==> config.mk <==
export PLATFORM = sky130hd
export DESIGN_NAME = antares_divider_flat
export DESIGN_NICKNAME = d
export VERILOG_FILES = /design/src/rtl/antares_divider_pkg.sv /design/src/rtl/antares_divider_if.sv /design/src/rtl/antares_div_step.sv /design/src/rtl/antares_divider.sv /design/src/flat_wrapper.sv
export SDC_FILE = /design/constraint.sdc
export NUM_CORES = 1
export LEC_CHECK = 0
export CAP_MARGIN = 0
export CORE_ASPECT_RATIO = 1.2
export CORE_MARGIN = 5
export CORE_UTILIZATION = 35
export CTS_BUF_LIST = sky130_fd_sc_hd__clkbuf_4 sky130_fd_sc_hd__clkbuf_8 sky130_fd_sc_hd__clkbuf_16
export DETAILED_ROUTE_END_ITERATION = 10
export PLACE_DENSITY_LB_ADDON = 0.1
export SYNTH_ARGS = -nofsm -noshare
export SYNTH_HDL_FRONTEND = slang
export SYNTH_SLANG_ARGS = --single-unit
==> constraint.sdc <==
create_clock -name clk -period 4.65 [get_ports clk]
set_input_delay 0.93 -clock clk [delete_from_list [all_inputs] [get_ports clk]]
set_output_delay 0.93 -clock clk [all_outputs]
set_load 0.01 [all_outputs]
==> src/rtl/antares_divider_pkg.sv <==
// rtl/antares_divider_pkg.sv - shared FSM encoding and sizing for the Antares divider
package antares_divider_pkg;

   localparam int DIV_WIDTH_DEF = 32;

   typedef enum logic [1:0] {
      ST_IDLE = 2'd0,
      ST_BUSY = 2'd1,
      ST_FIX  = 2'd2
   } div_state_e;

   function automatic int cnt_width(input int w);
      return (w <= 2) ? 1 : $clog2(w);
   endfunction

endpackage

==> src/rtl/antares_divider_if.sv <==
// rtl/antares_divider_if.sv - execute-stage to divider request/result bundle
interface antares_divider_if #(parameter int W = 32);

   logic         op_divs;
   logic         op_divu;
   logic         flush;
   logic [W-1:0] dividend;
   logic [W-1:0] divisor;
   logic [W-1:0] quotient;
   logic [W-1:0] remainder;
   logic         div_busy;
   logic         div_done;

   modport master (
      output op_divs, op_divu, flush, dividend, divisor,
      input  quotient, remainder, div_busy, div_done
   );

   modport slave (
      input  op_divs, op_divu, flush, dividend, divisor,
      output quotient, remainder, div_busy, div_done
   );

endinterface

==> src/rtl/antares_div_step.sv <==
// rtl/antares_div_step.sv - one combinational restoring shift-subtract iteration
module antares_div_step #(
   parameter int W = 32
) (
   input  logic [W-1:0] rem_in,
   input  logic [W-1:0] q_in,
   input  logic [W-1:0] divisor,
   output logic [W-1:0] rem_out,
   output logic [W-1:0] q_out
);

   logic [W:0] partial;
   logic [W:0] diff;
   logic       ge;

   assign partial = {rem_in, q_in[W-1]};
   assign diff    = partial - {1'b0, divisor};
   // Since rem_in < divisor, a borrow always lands in the extra top bit.
   assign ge      = ~diff[W];
   assign rem_out = ge ? diff[W-1:0] : partial[W-1:0];
   assign q_out   = {q_in[W-2:0], ge};

endmodule

==> src/rtl/antares_divider.sv <==
// rtl/antares_divider.sv - iterative restoring DIV/DIVU unit, one bit per clock
// Optional: ANTARES_DIV_ZERO_FAST_EN skips the iterations when the divisor is zero.
module antares_divider
   import antares_divider_pkg::*;
#(
   parameter int DIV_WIDTH = DIV_WIDTH_DEF
) (
   input logic                    clk,
   input logic                    rst_n,
   antares_divider_if.slave       dif
);

   localparam int CW = cnt_width(DIV_WIDTH);
`ifdef ANTARES_DIV_ZERO_FAST_EN
   localparam bit FAST_ZERO = 1'b1;
`else
   localparam bit FAST_ZERO = 1'b0;
`endif

   div_state_e             state_q, state_d;
   logic [CW-1:0]          cnt_q;
   logic [DIV_WIDTH-1:0]   rem_q, q_q, div_q;
   logic                   neg_q_q, neg_r_q;
   logic [DIV_WIDTH-1:0]   quo_out_q, rem_out_q;
   logic                   busy_q, done_q;

   logic                   start, sgn, a_neg, b_neg, b_zero;
   logic [DIV_WIDTH-1:0]   a_mag, b_mag, step_rem, step_q;

   assign sgn    = dif.op_divs;
   assign start  = (dif.op_divs | dif.op_divu) & ~dif.flush;
   assign a_neg  = sgn & dif.dividend[DIV_WIDTH-1];
   assign b_neg  = sgn & dif.divisor[DIV_WIDTH-1];
   assign a_mag  = a_neg ? -dif.dividend : dif.dividend;
   assign b_mag  = b_neg ? -dif.divisor : dif.divisor;
   assign b_zero = (dif.divisor == '0);

   antares_div_step #(.W(DIV_WIDTH)) u_step (
      .rem_in  (rem_q),
      .q_in    (q_q),
      .divisor (div_q),
      .rem_out (step_rem),
      .q_out   (step_q)
   );

   always_ff @(posedge clk or negedge rst_n) begin
      if (!rst_n) state_q <= ST_IDLE;
      else        state_q <= state_d;
   end

   always_comb begin
      state_d = state_q;
      case (state_q)
         ST_IDLE: if (start) state_d = (FAST_ZERO && b_zero) ? ST_FIX : ST_BUSY;
         ST_BUSY: if (cnt_q == '0) state_d = ST_FIX;
         ST_FIX:  state_d = ST_IDLE;
         default: state_d = ST_IDLE;
      endcase
      if (dif.flush) state_d = ST_IDLE;
   end

   always_ff @(posedge clk or negedge rst_n) begin
      if (!rst_n) begin
         cnt_q     <= '0;
         rem_q     <= '0;
         q_q       <= '0;
         div_q     <= '0;
         neg_q_q   <= 1'b0;
         neg_r_q   <= 1'b0;
         quo_out_q <= '0;
         rem_out_q <= '0;
         busy_q    <= 1'b0;
         done_q    <= 1'b0;
      end else begin
         done_q <= 1'b0;
         if (dif.flush) begin
            busy_q <= 1'b0;
         end else begin
            case (state_q)
               ST_IDLE: if (start) begin
                  div_q   <= b_mag;
                  neg_q_q <= a_neg ^ b_neg;
                  neg_r_q <= a_neg;
                  cnt_q   <= CW'(DIV_WIDTH - 1);
                  busy_q  <= 1'b1;
                  // Preload what the iterations would produce for a zero divisor.
                  if (FAST_ZERO && b_zero) begin
                     rem_q <= a_mag;
                     q_q   <= '1;
                  end else begin
                     rem_q <= '0;
                     q_q   <= a_mag;
                  end
               end
               ST_BUSY: begin
                  rem_q <= step_rem;
                  q_q   <= step_q;
                  cnt_q <= cnt_q - 1'b1;
               end
               ST_FIX: begin
                  quo_out_q <= neg_q_q ? -q_q : q_q;
                  rem_out_q <= neg_r_q ? -rem_q : rem_q;
                  done_q    <= 1'b1;
                  busy_q    <= 1'b0;
               end
               default: busy_q <= 1'b0;
            endcase
         end
      end
   end

   assign dif.quotient  = quo_out_q;
   assign dif.remainder = rem_out_q;
   assign dif.div_busy  = busy_q;
   assign dif.div_done  = done_q;

endmodule

==> src/flat_wrapper.sv <==
// flat-port wrapper written by rule: the top's interface ports become plain ports
module antares_divider_flat import antares_divider_pkg::*;
#(
   parameter int DIV_WIDTH = DIV_WIDTH_DEF
)
  (clk, rst_n, dif_op_divs, dif_op_divu, dif_flush, dif_dividend, dif_divisor, dif_quotient, dif_remainder, dif_div_busy, dif_div_done);
  antares_divider_if #(.W((32))) dif_i ();
  input logic clk;
  input logic rst_n;
  input wire logic [$bits(dif_i.op_divs)-1:0] dif_op_divs;
  input wire logic [$bits(dif_i.op_divu)-1:0] dif_op_divu;
  input wire logic [$bits(dif_i.flush)-1:0] dif_flush;
  input wire logic [$bits(dif_i.dividend)-1:0] dif_dividend;
  input wire logic [$bits(dif_i.divisor)-1:0] dif_divisor;
  output wire logic [$bits(dif_i.quotient)-1:0] dif_quotient;
  output wire logic [$bits(dif_i.remainder)-1:0] dif_remainder;
  output wire logic [$bits(dif_i.div_busy)-1:0] dif_div_busy;
  output wire logic [$bits(dif_i.div_done)-1:0] dif_div_done;
  assign dif_i.op_divs = dif_op_divs;
  assign dif_i.op_divu = dif_op_divu;
  assign dif_i.flush = dif_flush;
  assign dif_i.dividend = dif_dividend;
  assign dif_i.divisor = dif_divisor;
  assign dif_quotient = dif_i.quotient;
  assign dif_remainder = dif_i.remainder;
  assign dif_div_busy = dif_i.div_busy;
  assign dif_div_done = dif_i.div_done;
  antares_divider #(.DIV_WIDTH(DIV_WIDTH)) u_core (.clk(clk), .rst_n(rst_n), .dif(dif_i));
endmodule
**Word level (Yosys, flattened, before mapping)**

Cells that the tools add are included.

- Register bits after elaboration: 171
- Bits in latches: 0
- RAM bits: 0
- ROM bits: 0
- Bits of input ports: 69
- Output and inout port bits: 66
- Word-level logic and storage cells: 58
- Memories: 0

- Add/subtract/negate cells: 6
- $mul: 0
- Divide/modulo/power cells: 0
- Order comparisons: 0
- Equal/unequal tests: 6
- Shift-type cells: 0
- Multiplexer cells: 20
- Bitwise logic cells: 7
- Reductions and logical operators: 8

Operators by type and width:

| operator | number |
|---|---|
| 32-bit two-way mux | 7 |
| 32-bit negator | 4 |
| 32-bit case mux with 2 select lines | 2 |
| 33-bit by 32-bit subtractor with 33-bit output | 1 |
| 5-bit case mux with 2 select lines | 1 |
| 2-bit two-way mux | 3 |
| 3-bit by 2-bit inequality test with 1-bit output (second input constant) | 2 |
| 2-bit AND reduction | 3 |
| 3-bit AND reduction | 2 |
| 5-bit zero test | 1 |
| 5-bit two-way mux | 1 |
| 5-bit by 1-bit subtractor with 5-bit output (second input constant) | 1 |
| 1-bit two-way mux | 4 |
| 2-bit case mux with 2 select lines | 1 |
| 1-bit bitwise AND | 3 |
| 2-bit by 1-bit == test with 1-bit output (second input constant) | 1 |
| 2-bit == test (second input constant) | 1 |
| 2-bit zero test | 1 |
| 2-bit by 1-bit inequality test with 1-bit output (second input constant) | 1 |
| 2-bit inequality test (second input constant) | 1 |
| 1-bit inverter | 2 |
| 1-bit case mux with 2 select lines | 1 |
| 2-bit nonzero test | 1 |
| 1-bit OR | 1 |
| 1-bit XOR | 1 |

**Logic depth before layout (Yosys ltp)**

Gate-level depths: netlist (run 1).

- Depth after elaboration: 5
- Mapped depth: 14
- Depth with buffers taken out: 13

**Modules after synthesis**

Synthesis (run 1) repeated with hierarchy kept, for this count alone.

- Cell total of the unflattened synthesis: 1,407
- Area total of the unflattened synthesis: 11,828.8 µm²

By module, submodules not included:

| module | instances | cells each | area each (µm²) | sequential area each (µm²) |
|---|---|---|---|---|
| antares_divider | 1 | 1,064 | 9,332.7 | 4,279.1 |
| antares_div_step | 1 | 343 | 2,496.1 | 0.0 |

**Worst setup path before layout (run 1)**

Ideal clock, no wire load.

- Path type: flip-flop to flip-flop
- From: reg u_core.div_q[0]
- To: reg u_core.rem_q[22]
- Setup time: 0.133 ns
- Arrival: 3.157 ns
- Data required time: 4.517 ns
- Setup slack: 1.360 ns
- Stages on the path, launching flop included: 14
- Buffers on the path: 1
- Period minus slack after synthesis: 3.290 ns
- Cell sequence: dfrtp_1 ha_1 fa_1 nand2b_1 a21oi_1 o211ai_1 o21ai_0 a21oi_1 o2111ai_1 nand2_1 xnor2_2 buf_2 mux2i_1 o21ai_0

- Cells in the longest elaborated chain, start to end: 3

RTL lines:

| item | line | RTL |
|---|---|---|
| start, declared | antares_divider.sv:22 | `logic [DIV_WIDTH-1:0] rem_q, q_q, div_q;` |
| start signal, assigned | antares_divider.sv:81 | `div_q <= b_mag;` |
| 33-bit by 32-bit subtractor with 33-bit output | antares_div_step.sv:17 | `assign diff = partial - {1'b0, divisor};` |
| 32-bit two-way mux | antares_div_step.sv:20 | `assign rem_out = ge ? diff[W-1:0] : partial[W-1:0];` |
| 32-bit case mux with 2 select lines | antares_divider.sv:79 | `case (state_q)` |
| end signal, assigned | antares_divider.sv:88 | `rem_q <= a_mag;` |
| end signal, assigned | antares_divider.sv:96 | `rem_q <= step_rem;` |
| end, declared | antares_divider.sv:22 |  |

No other way between the ends.
A chain may end at the register's enable or synchronous reset.

**Worst setup path after layout (run 1)**

- From: reg u_core.q_q[31]
- To: reg u_core.rem_q[17]

- Cells in the longest elaborated chain, start to end: 3

RTL lines:

| item | line | RTL |
|---|---|---|
| start, declared | antares_divider.sv:22 |  |
| start signal, assigned | antares_divider.sv:92 | `q_q <= a_mag;` |
| start signal, assigned | antares_divider.sv:97 | `q_q <= step_q;` |
| 33-bit by 32-bit subtractor with 33-bit output | antares_div_step.sv:17 |  |
| 32-bit two-way mux | antares_div_step.sv:20 |  |
| 32-bit case mux with 2 select lines | antares_divider.sv:79 |  |

No other way between the ends.

==> impl_metrics.py, run 1 <==
metrics = {
    "cells_and_area": {
        "fin_nets": 1472,
        "final_design_area_no_fill_um2": 13300,
        "final_cell_mix": "dfrtp_1, o21ai_0, clkdlybuf4s50_1, nand2_1, a21oi_1",
        "area.growth.synth_to_final_pct": 22.6,
        "final_common_cell": "dfrtp_1",
        "fraction_of_layout_cells_with_a_size_suffix_above_1_pct": 5.23,
    },
    "logic_synthesis": {
        "mappedNetlistArea_um2": 10800,
        "synth_largest_type_area_fraction_pct": 39.5,
        "synth.net_count": 1357,
        "synth.top_cells.by_area": "dfrtp_1, xor2_1, o21ai_0",
        "synth-warning-count": 0,
        "post_synth_num_cell_types": 57,
        "synth_enable_flop_cells": 0,
        "syn-instance-count": 1249,
        "synthesis.area_per_instance_um2": 8.68,
        "synth_async_sr_flop_share_pct": 100,
        "ys_seq_elements": 171,
        "ys_seq_area_share_pct": 39.5,
        "synth_top_cell_by_area": "dfrtp_1",
        "synth_top_flop_cell": "dfrtp_1",
    },
    "critical_path": {
        "endpoint_kind": "register",
        "timing.critical_path.depth": 15,
        "crit_arrival_ps": 3860,
        "timing.setup.critical_path_class": "register to register",
        "max_stage_delay_ps": 380,
        "worst_path_max_delay_cell": "fa_1",
        "startpoint": "u_core.q_q[31]",
        "timing.critical_path.required_ps": 4960,
        "timing.rr.start": "u_core.q_q[31]",
        "worst_setup_start_kind": "register",
        "crit_buf_inv": 3,
        "critical_path.max_fanout": 30,
        "worstRegToRegCells": 15,
        "timing.critical_path.max_delay_family": "compound AO/OA/AOI/OAI gates",
        "worstPathCellList": "inv_1 -> ha_1 -> fa_1 -> nand2b_1 -> a21oi_1 -> o211ai_1 -> o21ai_0 -> buf_4 -> a21oi_1 -> o2111ai_1 -> nand2_1 -> xnor2_4 -> buf_12 -> mux2i_1 -> o21ai_0",
    },
    "sta": {
        "tightest_slew_ps": 1140,
        "final.min_clock_period_ps": 3550,
        "post-route-worst-setup-slack_ps": 1100,
        "max_slew_margin_pct": 24.3,
        "fmaxAchievable_mhz": 281,
        "layout_worst_path_cycle_share_pct": 76.4,
        "report.final.hold_viol_count": 0,
        "setup-tns-final_ps": 0,
        "count_of_final_max_slew_check_failures": 0,
        "fin_worst_skew_ps": 12.0,
        "fin_worst_hold_slack_ps": 486,
        "report.final.setup_viol": 0,
        "grt_setup_unrepaired": "no",
    },
    "pwr": {
        "combinationalPowerShare_pct": 27.2,
        "max-vdd-ir-drop_mv": 0.199,
        "switching_power_w": 0.00163,
        "static_leakage_power_nw": 5.51,
        "power_frac_seq_pct": 40.6,
        "powerDensity_nw_per_um2": 351,
        "power_frac_clock_pct": 32.2,
        "power.share.switching_pct": 34.9,
        "p_int_w": 0.00303,
    },
    "cts": {
        "clk_pin_slew_worst_paths_ps": 70,
        "h-tree-depth": 4,
        "root_driver": "clkbuf_16",
        "post-cts-setup-buffer-count": 0,
        "cts_buffers": 17,
        "cts-resized-gates": 0,
        "max-clock-path-buffers": 2,
        "insertion_delay_ps": 440,
        "cts-hold-fix-buffers": 0,
        "tritoncts_clock_tree": "done",
        "cts.sinks": 171,
    },
    "placement": {
        "finalWeightedCongestion": 0.892,
        "port_buffers": 134,
        "dpl_cell_area_um2": 12700,
        "hpwlAfterDp_mm": 22.9,
        "dpl_worst_slack_ps": 724,
    },
    "detailed_routing": {
        "drt_first_pass_iters": 5,
        "post_drt_wl_per_cell_um": 17.4,
        "drt.antenna.violating_nets": 0,
        "detail_route.wirelength_mm": 30.9,
        "drt-vias-per-instance": 5.27,
        "number_of_violations_reported_at_the_end_of_detailed_routing_iteration_0": 439,
        "dr_total_vias": 9352,
        "drt_drc_violations_left": 0,
    },
    "global_routing": {
        "grt_util_all_layers_pct": 17.9,
        "grt_start_max_net_pins": 84,
        "grt_overflow_total": 0,
        "number_of_global_route_vias_before_repair": 9245,
        "grt_first_pass_wirelength_mm": 49.7,
        "number_of_antenna_violations_at_the_first_check_in_global_routing": 1,
    },
    "die": {
        "core_um2": 30600,
        "placement_rows": 70,
        "floorplan.die_area_um2": 34600,
        "floorplan.die.height_um": 203,
        "floorplan.io_pins": 135,
        "chip_width_um": 171,
        "start_util_pct": 35.5,
    },
    "worst_hold_path": {
        "hp-start": "u_core.div_q[20]",
        "worst_hold_path.num_cells": 2,
        "min-delay-path-class": "register to register",
    },
    "status": {
        "outcome": "finished, final reports clean",
    },
    "run": {
        "max_cap_violations": 0,
    },
}
power by group through the flow:
stage / Combinational, W / Clock (W) / Sequential (W)
after floorplan: 0.000875 / 0 / 0.00185
after global placement: 0.00128 / 0 / 0.00191
after detailed placement: 0.00128 / 0 / 0.00192
after CTS: 0.00129 / 0.00155 / 0.00189
after global routing: 0.00143 / 0.00161 / 0.00193
final: 0.00127 / 0.00150 / 0.00189
metal layers:
| layer | share of wire, % | routed length [um] | global-route usage, % |
|---|---|---|---|
| met1 | 43 | 13300 | 22.5 |
| met2 | 51 | 15800 | 31.3 |
| met3 | 3.5 | 1080 | 2.94 |
| met4 | 2.1 | 650 | 5.68 |
| met5 | 0 | 0 | 0 |
cells by family (layout without fill, tap and decap cells):
family,after synthesis,after routing,synth area share [%]
AOI/OAI and AO/OA,387,387,21.4
xor gates and xnor gates,150,150,12.2
adders and majority gates,39,39,4.57
buffers and inverters,114,242,3.98
DFF,171,171,39.5
muxes,35,35,3.26
other,0,1,0
and+or+nand+nor,353,353,15.1
cell usage after synthesis, types with 4 or more instances:
library cell,count
o211ai_1,6
nand2_1,123
nand4_1,7
o311ai_0,4
and2_1,4
clkbuf_1,50
a22oi_1,30
nor2b_1,7
o41ai_1,9
nand2b_1,14
nor4_1,12
xnor2_1,52
dfrtp_1,171
o21a_1,6
a31oi_1,9
inv_1,56
o21ai_0,133
mux2i_1,32
and3_1,4
nor3_1,17
a21oi_1,117
o21ai_1,4
ha_1,38
buf_1,5
or4_4,4
or3_1,15
or4_1,14
a21o_1,11
o31ai_1,32
nor2_1,110
nand3_1,12
xor2_1,97
worst paths after layout:
check,end,slack (ps)
max in group asynchronous,u_core.cnt_q[3],3160
hold / removal,u_core.div_q[20],490
hold reg to reg,u_core.div_q[20],490
setup / recovery,u_core.rem_q[17],1100
setup reg to reg,u_core.rem_q[17],1100
min in group asynchronous,u_core.dif.remainder[7],540
metrics by stage:
step / total power (W) / util, % / instances
floorplan: 0.00272 / - / 1249
global placement: 0.00319 / 41.5 / 1741
detailed placement: 0.00320 / 41.5 / 1741
CTS: 0.00473 / 43.5 / 1773
global route: 0.00497 / 43.5 / 1774
finish: 0.00466 / 43.5 / 1774
tightest hold or removal path, stage by stage (launching register included):
cell and delay (ps):
dfrtp_1 340, nand2_1 50, o21ai_0 60
registers in the layout (all words and copies together) (netlist names):
register and count:
u_core.dif.remainder 32, u_core.neg_q_q 1, u_core.state_q 2, u_core.neg_r_q 1
u_core.div_q 32, u_core.dif.div_done 1, u_core.rem_q 32, u_core.dif.div_busy 1
u_core.cnt_q 5, u_core.q_q 32, u_core.dif.quotient 32
final cells by class:
type                    count  area (um^2)
clock buffers              17          425
fillers                  3069        17300
diodes                      1         2.50
repair buffers            154         1530
flip-flops and latches    171         4280
clock inverters            15          176
multi-input cells         964         6180
well taps                 396          495
inverters                  56          210
Note: power is estimated with default switching activity, not from simulation.
==> inputs of run 2 (changes only) <==
==> constraint.sdc (replaced) <==
create_clock -name clk -period 3.5 [get_ports clk]
set_input_delay 0.7 -clock clk [delete_from_list [all_inputs] [get_ports clk]]
set_output_delay 0.7 -clock clk [all_outputs]
set_load 0.01 [all_outputs]
==> impl_metrics.py, run 2 (synthesis results as in run 1) <==
metrics = {
    "run": {
        "max_cap_violations": 0,
    },
    "critical_path": {
        "timing.setup.critical_path_class": "register to register",
        "worstPathCellList": "inv_1 -> ha_1 -> nand2b_1 -> or4_4 -> or3_1 -> or2_1 -> nand2b_1 -> or4_4 -> o31ai_2 -> xor2_1 -> a21oi_1",
        "timing.reg2reg.setup_slack_ps": 160,
        "crit_buf_inv": 1,
        "critical_path.max_fanout": 5,
        "worst_path_max_delay_cell": "or4_4",
        "timing.critical_path.max_delay_family": "simple AND/OR/NAND/NOR gates",
        "timing.critical_path.required_ps": 3800,
        "worstRegToRegCells": 11,
        "crit-reg2reg-capture": "u_core.dif.remainder[28]",
        "crit_arrival_ps": 3630,
        "endpoint_kind": "register",
        "worst_setup_start_kind": "register",
        "timing.rr.start": "u_core.rem_q[0]",
        "max_stage_delay_ps": 520,
    },
    "sta": {
        "report.final.setup_viol": 0,
        "setup-tns-final_ps": 0,
        "fin_worst_skew_ps": 13.7,
        "max_slew_margin_pct": 27.4,
        "final.min_clock_period_ps": 3340,
        "report.final.hold_viol_count": 0,
        "fmaxAchievable_mhz": 300,
        "layout_worst_path_cycle_share_pct": 95.3,
        "fin_worst_hold_slack_ps": 247,
        "count_of_final_max_slew_check_failures": 0,
        "grt_setup_unrepaired": "no",
        "post-route-worst-setup-slack_ps": 164,
        "tightest_slew_ps": 1090,
    },
    "global_routing": {
        "number_of_global_route_vias_before_repair": 9561,
        "number_of_antenna_violations_at_the_first_check_in_global_routing": 0,
        "grt_overflow_total": 0,
        "grt_start_max_net_pins": 75,
        "grt_first_pass_wirelength_mm": 50.2,
        "grt_util_all_layers_pct": 18.0,
    },
    "cts": {
        "max-clock-path-buffers": 2,
        "clk_pin_slew_worst_paths_ps": 70,
        "cts.sinks": 171,
        "root_driver": "clkbuf_16",
        "insertion_delay_ps": 440,
        "h-tree-depth": 4,
        "cts_buffers": 17,
        "tritoncts_clock_tree": "done",
    },
    "pwr": {
        "switching_power_w": 0.00212,
        "power.share.switching_pct": 33.6,
        "static_leakage_power_nw": 5.77,
        "p_int_w": 0.00418,
        "power_frac_seq_pct": 39.6,
        "power_frac_clock_pct": 31.7,
        "max-vdd-ir-drop_mv": 0.268,
        "powerDensity_nw_per_um2": 458,
        "combinationalPowerShare_pct": 28.7,
        "report.power.total_w": 0.00629,
    },
    "detailed_routing": {
        "drt.antenna.violating_nets": 0,
        "post_drt_wl_per_cell_um": 17.2,
        "number_of_violations_reported_at_the_end_of_detailed_routing_iteration_0": 350,
        "drt-vias-per-instance": 5.23,
        "detail_route.wirelength_mm": 31.3,
        "drt_drc_violations_left": 0,
        "dr_total_vias": 9508,
        "drt_first_pass_iters": 5,
    },
    "die": {
        "chip_width_um": 171,
        "floorplan.die_area_um2": 34600,
        "core_um2": 30600,
        "floorplan.die.height_um": 203,
        "placement_rows": 70,
        "floorplan.io_pins": 135,
        "start_util_pct": 35.5,
    },
    "cells_and_area": {
        "fin_nets": 1517,
        "antenna_cells": 0,
        "final_common_cell": "dfrtp_1",
        "area.growth.synth_to_final_pct": 26.8,
        "utilization_after_layout_pct": 45.0,
        "fraction_of_layout_cells_with_a_size_suffix_above_1_pct": 8.72,
        "final_cell_mix": "dfrtp_1, clkdlybuf4s50_1, o21ai_0, nand2_1, a21oi_1",
    },
    "status": {
        "outcome": "finished, final reports clean",
    },
    "worst_hold_path": {
        "min-delay-path-class": "primary input to asynchronous set/reset pin",
    },
    "placement": {
        "dpl_worst_slack_ps": 36.2,
        "hpwlAfterDp_mm": 23.4,
        "finalWeightedCongestion": 0.896,
        "port_buffers": 134,
    },
}
==> run 2: changes by cell type in the layout (fill, tap and decap cells not counted), sizes merged <==
| cell | delta |
|---|---|
| clkinv | +3 |
| clkinvlp | -1 |
| inv | -9 |
| diode | -1 |
| clkbuf | +9 |
| buf | +43 |
==> run 2: metrics by stage <==
step / cells / instance area, um^2
final: 1818 / 13700
after global routing: 1818 / 13700
after CTS: 1815 / 13600
after detailed placement: 1783 / 13000
after global placement: 1783 / 13000
after floorplan: 1249 / 10800
==> run 2: repair_timing <==
action | in CTS | in global routing
setup buffers | 0 | 1
gates resized for setup | 0 | 10
endpoints found under the setup margin | 0 | 26
hold buffers | 0 | 0
==> run 2: layer usage <==
metal	part of all wire [%]	GRT usage [%]
met1	43	21.9
met2	51	32.0
met3	3.7	3.17
met4	2.5	5.85
met5	0	0
==> run 2: area by class of cell <==
class	count	area, um^2
flip-flops and latches	171	4280
well taps	396	495
repair buffers	199	1930
inverters	56	210
clock buffers	24	503
fillers	3045	16800
clock inverters	8	110
multi-input cells	964	6220
==> run 2: power by group through the flow <==
stage,logic (W),registers [W],clock network (W)
finish,0.00180,0.00249,0.00200
global route,0.00203,0.00253,0.00212
CTS,0.00180,0.00250,0.00205
detailed placement,0.00179,0.00253,0
global placement,0.00178,0.00253,0
floorplan,0.00116,0.00245,0
==> run 2: worst max path at each step <==
stage,startpoint,end,slack [ps],cells past startpoint
after floorplan,u_core.div_q[0],u_core.rem_q[22],210,13
after global placement,dif_divisor[0],u_core.div_q[30],30,12
after global routing,u_core.q_q[4],u_core.dif.quotient[30],2,10
after CTS,u_core.rem_q[0],u_core.dif.remainder[28],50,11
final,u_core.rem_q[0],u_core.dif.remainder[28],160,11
after detailed placement,dif_divisor[0],u_core.div_q[30],40,12
==> run 2: worst reg2reg max path: stages (launching register included) <==
cell and delay (ps):
dfrtp_1 430, inv_1 140, ha_1 180, nand2b_1 110, or4_4 520, or3_1 410, or2_1 260, nand2b_1 180
or4_4 480, o31ai_2 220, xor2_1 180, a21oi_1 90
